[src/rtl/display_pkg.sv]
// rtl/display_pkg.sv - digit code alphabet and active-high seven-segment patterns (a..g = bit6..bit0)
package display_pkg;

  localparam logic [3:0] CODE_BLANK = 4'hA;
  localparam logic [3:0] CODE_DASH  = 4'hB;
  localparam logic [3:0] CODE_H     = 4'hC;
  localparam logic [3:0] CODE_L     = 4'hD;
  localparam logic [3:0] CODE_T     = 4'hE;

  localparam logic [6:0] SEG_0    = 7'b1111110;
  localparam logic [6:0] SEG_1    = 7'b0110000;
  localparam logic [6:0] SEG_2    = 7'b1101101;
  localparam logic [6:0] SEG_3    = 7'b1111001;
  localparam logic [6:0] SEG_4    = 7'b0110011;
  localparam logic [6:0] SEG_5    = 7'b1011011;
  localparam logic [6:0] SEG_6    = 7'b1011111;
  localparam logic [6:0] SEG_7    = 7'b1110000;
  localparam logic [6:0] SEG_8    = 7'b1111111;
  localparam logic [6:0] SEG_9    = 7'b1111011;
  localparam logic [6:0] SEG_DASH = 7'b0000001;
  localparam logic [6:0] SEG_H    = 7'b0110111;
  localparam logic [6:0] SEG_L    = 7'b0001110;
  localparam logic [6:0] SEG_T    = 7'b1000110;
  localparam logic [6:0] SEG_OFF  = 7'b0000000;

endpackage

[src/rtl/seg7_decode.sv]
// rtl/seg7_decode.sv - combinational 4-bit code to active-high seven-segment pattern
module seg7_decode
  import display_pkg::*;
(
  input  logic [3:0] code,
  output logic [6:0] pattern
);

  always_comb begin
    case (code)
      4'h0:      pattern = SEG_0;
      4'h1:      pattern = SEG_1;
      4'h2:      pattern = SEG_2;
      4'h3:      pattern = SEG_3;
      4'h4:      pattern = SEG_4;
      4'h5:      pattern = SEG_5;
      4'h6:      pattern = SEG_6;
      4'h7:      pattern = SEG_7;
      4'h8:      pattern = SEG_8;
      4'h9:      pattern = SEG_9;
      CODE_DASH: pattern = SEG_DASH;
      CODE_H:    pattern = SEG_H;
      CODE_L:    pattern = SEG_L;
      CODE_T:    pattern = SEG_T;
      default:   pattern = SEG_OFF;
    endcase
  end

endmodule

[src/rtl/display_scan_mux.sv]
// rtl/display_scan_mux.sv - multiplexed seven-segment scan driver with shadow buffer and leading-zero blanking
// Optional blinking of masked digits when DISPLAY_BLINK_EN is defined.
module display_scan_mux
  import display_pkg::*;
#(
  parameter int NUM_DIGITS  = 4,
  parameter int REFRESH_DIV = 50000,
  parameter bit ACTIVE_LOW  = 1'b1
`ifdef DISPLAY_BLINK_EN
  , parameter int BLINK_FRAMES = 64
`endif
) (
  input  logic                            clock,
  input  logic                            reset_n,
  input  logic                            load,
  input  logic [4*NUM_DIGITS-1:0]         digits_in,
  input  logic                            lzb,
`ifdef DISPLAY_BLINK_EN
  input  logic [NUM_DIGITS-1:0]           blink_mask,
`endif
  output logic [6:0]                      segments,
  output logic [NUM_DIGITS-1:0]           anodes,
  output logic [$clog2(NUM_DIGITS)-1:0]   digit_idx,
  output logic                            frame_tick
);

  localparam int IW = $clog2(NUM_DIGITS);
  localparam int PW = $clog2(REFRESH_DIV);
  localparam logic [6:0]            SEG_IDLE = {7{ACTIVE_LOW}};
  localparam logic [NUM_DIGITS-1:0] AN_IDLE  = {NUM_DIGITS{ACTIVE_LOW}};

  logic [PW-1:0]           presc;
  logic                    slot_tick;
  logic [IW-1:0]           next_idx;
  logic [4*NUM_DIGITS-1:0] shadow;
  logic [NUM_DIGITS-1:0]   lz_mask;
  logic                    above_ok;
  logic [3:0]              scan_code;
  logic [3:0]              sel_code;
  logic [6:0]              dec_pattern;
  logic [6:0]              lit_pattern;
  logic                    blank_sel;
  logic [NUM_DIGITS-1:0]   an_onehot;
  logic                    blink_off;

  assign slot_tick = (presc == PW'(REFRESH_DIV - 1));
  assign next_idx  = (digit_idx == IW'(NUM_DIGITS - 1)) ? '0 : digit_idx + IW'(1);
  assign sel_code  = shadow[4*next_idx +: 4];

  // A zero is leading only if every higher digit is zero or a blank code.
  always_comb begin
    lz_mask   = '0;
    above_ok  = 1'b1;
    scan_code = '0;
    for (int i = NUM_DIGITS - 1; i >= 0; i--) begin
      scan_code = shadow[4*i +: 4];
      if (i != 0 && scan_code == 4'h0 && above_ok)
        lz_mask[i] = 1'b1;
      above_ok = above_ok && (scan_code == 4'h0 || scan_code == CODE_BLANK || scan_code == 4'hF);
    end
  end

  seg7_decode u_decode (
    .code    (sel_code),
    .pattern (dec_pattern)
  );

`ifdef DISPLAY_BLINK_EN
  localparam int FW = $clog2(BLINK_FRAMES) + 1;
  logic [FW-1:0] frame_cnt;

  always_ff @(posedge clock or negedge reset_n) begin
    if (!reset_n)
      frame_cnt <= '0;
    else if (frame_tick)
      frame_cnt <= frame_cnt + FW'(1);
  end

  assign blink_off = frame_cnt[FW-1];
  assign blank_sel = (lzb && lz_mask[next_idx]) || (blink_off && blink_mask[next_idx]);
`else
  assign blink_off = 1'b0;
  assign blank_sel = (lzb && lz_mask[next_idx]) || blink_off;
`endif

  assign lit_pattern = blank_sel ? SEG_OFF : dec_pattern;
  assign an_onehot   = NUM_DIGITS'(1) << next_idx;

  always_ff @(posedge clock or negedge reset_n) begin
    if (!reset_n) begin
      presc      <= '0;
      digit_idx  <= '0;
      shadow     <= {NUM_DIGITS{CODE_BLANK}};
      frame_tick <= 1'b0;
      segments   <= SEG_IDLE;
      anodes     <= AN_IDLE;
    end else begin
      presc      <= slot_tick ? '0 : presc + PW'(1);
      frame_tick <= slot_tick && (next_idx == '0);
      if (load)
        shadow <= digits_in;
      if (slot_tick) begin
        digit_idx <= next_idx;
        segments  <= ACTIVE_LOW ? ~lit_pattern : lit_pattern;
        anodes    <= ACTIVE_LOW ? ~an_onehot : an_onehot;
      end
    end
  end

endmodule

[config.mk]
export PLATFORM = sky130hd
export DESIGN_NAME = display_scan_mux
export DESIGN_NICKNAME = d
export VERILOG_FILES = /design/src/rtl/display_pkg.sv /design/src/rtl/seg7_decode.sv /design/src/rtl/display_scan_mux.sv
export SDC_FILE = /design/constraint.sdc
export NUM_CORES = 1
export LEC_CHECK = 0
export CAP_MARGIN = 0
export CELL_PAD_IN_SITES_DETAIL_PLACEMENT = 1
export CELL_PAD_IN_SITES_GLOBAL_PLACEMENT = 2
export CORE_MARGIN = 4
export CORE_UTILIZATION = 35
export DETAILED_ROUTE_END_ITERATION = 10
export PLACE_DENSITY_LB_ADDON = 0.1
export SKIP_CTS_REPAIR_TIMING = 1
export SLEW_MARGIN = 20
export SYNTH_ARGS = -nofsm -noshare
export SYNTH_HDL_FRONTEND = slang
export SYNTH_SLANG_ARGS = --single-unit
[constraint.sdc]
create_clock -name clock -period 3.8 [get_ports clock]
set_input_delay 0.76 -clock clock [delete_from_list [all_inputs] [get_ports clock]]
set_output_delay 0.76 -clock clock [all_outputs]
set_load 0.03 [all_outputs]
# Yosys cells after proc, flatten, opt, wreduce, memory -nomap -nowiden

Memory sizes are Yosys's and may differ from the RTL's.
Index checks and enable logic that the tools add are counted.
Widths: inputs -> output; s select.

Memory bits (writable): 0
Register bits after elaboration: 46
ROM bits: 112
Output and inout port bits: 14
Memories kept: 1
Input port bits: 20
Bits in latches: 0

Equal/unequal tests: 6
Shift operators: 2
Mux-type cells: 8
Order comparisons: 1
Multipliers: 0
Add/subtract/negate cells: 2
Bitwise logic cells: 2
Divide/modulo/power cells: 0
Reductions and logical operators: 13

Memory list:

| name            | depth | bits a word | read ports | clocked after memory_dff | write ports | RTL line          | text |
|---|---|---|---|---|---|---|---|
| (no name shown) | 16    | 7           | 1          | 0                        | 0           | seg7_decode.sv:10 | `case (code)` |

Operator list:

| cell                  | number |
|---|---|
| $add 16x1->16 const B | 1 |
| $eq 16x16->1 const B  | 1 |
| $eq 4x4->1 const B    | 4 |
| $mux 16               | 1 |
| $shiftx 16x5->4       | 1 |
| $logic_not 4->1       | 3 |
| $mux 7                | 1 |
| $not 7->7             | 1 |
| $logic_and 1x1->1     | 5 |
| $logic_or 1x1->1      | 4 |
| $mux 1                | 4 |
| $not 4->4             | 1 |
| $shl 1x2->4 const A   | 1 |
| $lt 2x3->1 const B    | 1 |
| $add 2x1->2 const B   | 1 |
| $bmux 1 s2            | 1 |
| $eq 2x2->1 const B    | 1 |
| $logic_not 2->1       | 1 |
| $mux 2                | 1 |

# Logic depth before layout (Yosys ltp)

Depth after elaboration: 11
Gate-level depth with buffers: 13

# Cells and area by module

A second synthesis with hierarchy kept.

Cell total of the unflattened synthesis: 216
Area, all modules: 2463.6 um2

Modules (own cells, without submodules):

| module           | instances | seq. area each (um2) | area an instance (um2) | cells an instance |
|---|---|---|---|---|
| display_scan_mux | 1         | 1174.9               | 2184.6                 | 177 |
| seg7_decode      | 1         | 0.0                  | 279.0                  | 39 |

# Worst setup path before layout

No wires, ideal clock.

Path kind: flip-flop to flip-flop
Start: register digit_idx[0]
End: register segments[5]
Path slack: 0.870 ns
Stages on the path, launching flop included: 13
Arrival time: 2.832 ns
Path through: dfrtp_1 > buf_6 > inv_1 > ha_1 > buf_2 > mux2_2 > o21ai_0 > ha_1 > nand2_1 > o211ai_1 > a21boi_0 > o21ai_0 > a31oi_1

Longest elaborated chain between the ends: 7
Elaborated cells between the ends (all ways): 10
Those cells by class: 1 x add/sub; 1 x eq/ne; 1 x shift; 4 x mux; 1 x bitwise; 1 x reduce/logical; 1 x memory

RTL lines:

| element                                              | RTL line                | text |
|---|---|---|
| start: declaration                                   | display_scan_mux.sv:23  | `output logic [$clog2(NUM_DIGITS)-1:0] digit_idx,` |
| start signal: assignment                             | display_scan_mux.sv:103 | `digit_idx <= next_idx;` |
| $add 2x1->2 / $eq 2x2->1 (equally long branches)     | display_scan_mux.sv:47  | `assign next_idx = (digit_idx == IW'(NUM_DIGITS - 1)) ? '0 : digit_idx + IW'(1);` |
| $mux 2 (*)                                           | display_scan_mux.sv:47  |  |
| named net next_idx[1]                                | display_scan_mux.sv:34  | `logic [IW-1:0] next_idx;` |
| branches (longest 3 deep; another with $mem_v2 16x7) | --                      |  |
| $mux 7 (*)                                           | display_scan_mux.sv:86  | `assign lit_pattern = blank_sel ? SEG_OFF : dec_pattern;` |
| $not 7->7 (*)                                        | display_scan_mux.sv:104 | `segments <= ACTIVE_LOW ? ~lit_pattern : lit_pattern;` |
| end signal: assignment                               | display_scan_mux.sv:104 |  |
| end: declaration                                     | display_scan_mux.sv:21  | `output logic [6:0] segments,` |

Mark *: on every way through the listed nets, which the timed path passes. The select of a mux whose other input is x is not followed.
A chain may end at the register's enable or synchronous reset.

# Worst setup path after layout

Ends and elaborated chain as after synthesis.

==> metrics.log <==
INFO  metric fmax = 0.302 GHz
INFO  metric postPlaceCellArea = 0.00281 mm^2
INFO  metric fillCellCount = 766
INFO  metric detailedPlacementHpwl = 3970 um
INFO  metric timing.setup.critical_path_class = flip-flop to flip-flop
INFO  metric largest_driver_fanout_on_the_critical_path = 11
INFO  metric fp.dieW = 91.2 um
INFO  metric antenna_cells = 0
INFO  metric drt_first_iter_violations = 37
INFO  metric hold_class = input port to asynchronous set/reset pin
INFO  metric syn_inst = 220
INFO  metric grt_antenna_before_repair = 0
INFO  metric yosys.area_share.adder = 6.20%
INFO  metric track_usage = 13.9%
INFO  metric detailed_route_via_count = 1745
INFO  metric dominantRegCellSynth = sky130_fd_sc_hd__dfrtp_1
INFO  metric powerDensity = 341 mW/mm^2
INFO  metric cts.sink_count = 46
INFO  metric setup-violations-final = 0
INFO  metric flow.area_growth_from_synthesis = 20.4%
INFO  metric leakagePower = 1.22 nW
INFO  metric synthArstFlopShare = 100%
INFO  metric crit_start = digit_idx[0]$_DFFE_PN0N_
INFO  metric crit-reg2reg-capture = segments[5]$_DFFE_PN1N_
INFO  metric post-route-drc-count = 0
INFO  metric effective_utilization_at_floorplan = 35.8%
INFO  metric critPathCaptureType = flip-flop
INFO  metric crit_path_top_delay_cell = sky130_fd_sc_hd__dfrtp_1
INFO  metric crit_path_max_incr_delay = 0.59 ns
INFO  metric detail_route.wl_per_cell = 15.9 um
INFO  metric synth-compound-area-share = 9.97%
INFO  metric port_buffers = 33
INFO  metric cts_tree = yes
INFO  metric worst_skew_pair_latency = 0.30 ns
INFO  metric yosys.area_share.simple = 13.9%
INFO  metric fin_crit_sh = 87.2%
INFO  metric post_synth_mux_area_share = 12.8%
INFO  metric min_period = 3.31 ns
INFO  metric routed_wire_length = 5310 um
INFO  metric drive_gt1_share = 21.3%
INFO  metric vias_per_cell = 5.22
INFO  metric synthesis.nets = 252
INFO  metric crit-reg2reg-launch = digit_idx[0]$_DFFE_PN0N_
INFO  metric cp.arrival = 3.53 ns
INFO  metric slew_headroom = 49.0%
INFO  metric max-clock-path-buffers = 2
INFO  metric largest_net_degree_at_the_start_of_global_routing = 45
INFO  metric ioPinCount = 34
INFO  metric synthXorXnorAreaFrac = 5.43%
INFO  metric cts_buffers = 5
INFO  metric mostFrequentLayoutCell = sky130_fd_sc_hd__clkdlybuf4s50_1
INFO  metric synthesis.area_per_instance = 11.0 um^2
INFO  metric cts_root_buffer = sky130_fd_sc_hd__clkbuf_8
INFO  metric place.gp.congestion = 0.757
INFO  metric clock-skew-final = 0.00889 ns
INFO  metric seqCellArea = 0.00117 mm^2
INFO  metric report.final.hold_viol_count = 0
INFO  metric drv_slew = 0
INFO  metric ys_warn_count = 0
INFO  metric synth.cell_area = 0.00242 mm^2
INFO  metric gr-total-overflow = 0
INFO  metric grt_pass1_wl = 9430 um
INFO  metric drt.antenna.violating_nets = 0
INFO  metric floorplan.die_area = 0.00831 mm^2
INFO  metric worst_setup_hold_path_clk_slew = 0.09 ns
INFO  metric finalNetCount = 285
INFO  metric grt_setup_unrepaired = false
INFO  metric cts.htree.levels = 2
INFO  metric multi_input_area = 0.00117 mm^2
INFO  metric synth_sequential_area_ratio = 48.5%
INFO  metric reg2reg_slack = 0.49 ns
INFO  metric cap_violations = 0
INFO  metric setup.worst_path.start_class = flip-flop
INFO  metric outcome = complete, no violations
INFO  metric vdd.ir_drop.worst = 0.164 mV
INFO  metric die_h = 91.2 um
INFO  metric ys_types = 42
INFO  metric final_cell_mix = sky130_fd_sc_hd__clkdlybuf4s50_1 (32), sky130_fd_sc_hd__dfrtp_1 (27), sky130_fd_sc_hd__nor2_1 (20)
INFO  metric worst_r2r_path_depth = 10
INFO  metric core_footprint = 0.00676 mm^2
INFO  metric drt-pass1-iter-count = 4
INFO  metric worst_slew_pin_slew = 0.765 ns
INFO  metric main_combinational_cell_family_by_area_after_synthesis = simple AND/OR/NAND/NOR gates
INFO  metric critical_path.endpoint = segments[5]$_DFFE_PN1N_
INFO  metric number_of_enable_flip_flop_cells_after_synthesis = 0
INFO  metric data_required_time_of_the_critical_path = 4.01 ns
INFO  metric totalNegativeSetupSlack = 0 ns
INFO  metric layout.cell_area.non_filler = 0.00292 mm^2
INFO  metric grt_pass1_vias = 1884
INFO  metric synth.ff_latch_count = 46
INFO  metric placementRows = 30
INFO  metric worstPathCellList = inv_1, ha_1, mux2_2, o21ai_0, ha_1, nand2_1, o211ai_1, a21boi_0, o21ai_0, a31oi_1
[flip-flops by register name (all words and copies together), names as in the netlist]
name and flops:
presc 16, shadow 16, anodes 4, digit_idx 2
frame_tick 1, segments 7
[worst min-delay path by stage]
stage	start	to	slack [ns]
finish	reset_n	presc[2]$_DFF_PN0_	0.44
global route	reset_n	presc[4]$_DFF_PN0_	0.48
CTS	anodes[0]$_DFFE_PN1N_	anodes[0]$_DFFE_PN1N_	0.49
detailed placement	anodes[0]$_DFFE_PN1N_	anodes[0]$_DFFE_PN1N_	0.48
global placement	anodes[0]$_DFFE_PN1N_	anodes[0]$_DFFE_PN1N_	0.48
floorplan	reset_n	digit_idx[0]$_DFFE_PN0N_	0.46
[cells in the mapped netlist (2+ instances only)]
library cell | n | area [um^2]
sky130_fd_sc_hd__dfrtp_1 | 27 | 676
sky130_fd_sc_hd__nand3b_1 | 2 | 15.0
sky130_fd_sc_hd__mux4_2 | 3 | 67.6
sky130_fd_sc_hd__nand4_1 | 4 | 25.0
sky130_fd_sc_hd__o31ai_1 | 2 | 15.0
sky130_fd_sc_hd__o211ai_1 | 4 | 30.0
sky130_fd_sc_hd__a211oi_1 | 2 | 15.0
sky130_fd_sc_hd__xnor2_1 | 4 | 35.0
sky130_fd_sc_hd__a211o_1 | 2 | 17.5
sky130_fd_sc_hd__inv_1 | 8 | 30.0
sky130_fd_sc_hd__o22ai_1 | 2 | 12.5
sky130_fd_sc_hd__and3_1 | 3 | 18.8
sky130_fd_sc_hd__nand3_1 | 9 | 45.0
sky130_fd_sc_hd__xor2_1 | 11 | 96.3
sky130_fd_sc_hd__dfstp_2 | 19 | 499
sky130_fd_sc_hd__nor2_1 | 20 | 75.1
sky130_fd_sc_hd__buf_6 | 2 | 22.5
sky130_fd_sc_hd__nor3_1 | 5 | 25.0
sky130_fd_sc_hd__nand2_1 | 18 | 67.6
sky130_fd_sc_hd__clkbuf_1 | 5 | 18.8
sky130_fd_sc_hd__ha_1 | 12 | 150
sky130_fd_sc_hd__a31oi_1 | 6 | 37.5
sky130_fd_sc_hd__mux2i_1 | 4 | 40.0
sky130_fd_sc_hd__and2_1 | 2 | 12.5
sky130_fd_sc_hd__mux2_2 | 18 | 203
sky130_fd_sc_hd__o21ai_0 | 10 | 50.1
[critical path: cells and delay by family, from the launching register on]
kind | cells | cell delay [ns]
muxes | 1 | 0.39
buffers and inverters | 1 | 0.20
adders and majority gates | 2 | 0.95
and+or+nand+nor | 1 | 0.08
DFF | 1 | 0.59
AOI/OAI and AO/OA | 5 | 1.00
[power by group]
group          internal [mW]  total [mW]  leakage, nW  switching (mW)
combinational         0.0657       0.121        0.619          0.0556
clock                  0.167       0.340       0.0544           0.173
sequential             0.514       0.534        0.544          0.0206
[final cells by class]
type	instances	share of cell area, %
multi-input combinational	158	40.1
sequential	46	40.3
clock inverter	1	0.300
timing repair buffer	34	11.5
inverter	8	1.03
tap	80	3.43
clock buffer	7	3.30
[metal layers]
layer / track usage (%) / part of all wire (%) / vias up
met1: 17.5 / 45 / 869
met3: 2.40 / 2.7 / 8
met4: 4.90 / 1.6 / 0
met2: 24.1 / 51 / 22
met5: 0 / 0 / -
li1: - / - / 846
[through the flow]
| step | util, % | worst slack, ns | total power [mW] | std cells | hold WS (ns) |
|---|---|---|---|---|---|
| CTS | 43.1 | 0.438 | 1.01 | 334 | 0.489 |
| detailed placement | 41.6 | 0.426 | 0.667 | 326 | 0.476 |
| floorplan | - | 0.870 | 0.616 | 220 | 0.455 |
| global route | 43.1 | 0.0916 | 1.05 | 334 | 0.483 |
| finish | 43.1 | 0.486 | 0.996 | 334 | 0.437 |
| global placement | 41.6 | 0.627 | 0.666 | 326 | 0.476 |
[logic make-up (layout without fill, tap and decap cells)]
family	Yosys count	after routing
flops	46	46
compound gates	36	36
buf+inv	16	50
fa+ha+maj	12	12
xor+xnor	15	15
mux	25	25
simple gates	70	70
Note: power is estimated with default switching activity, not from simulation.
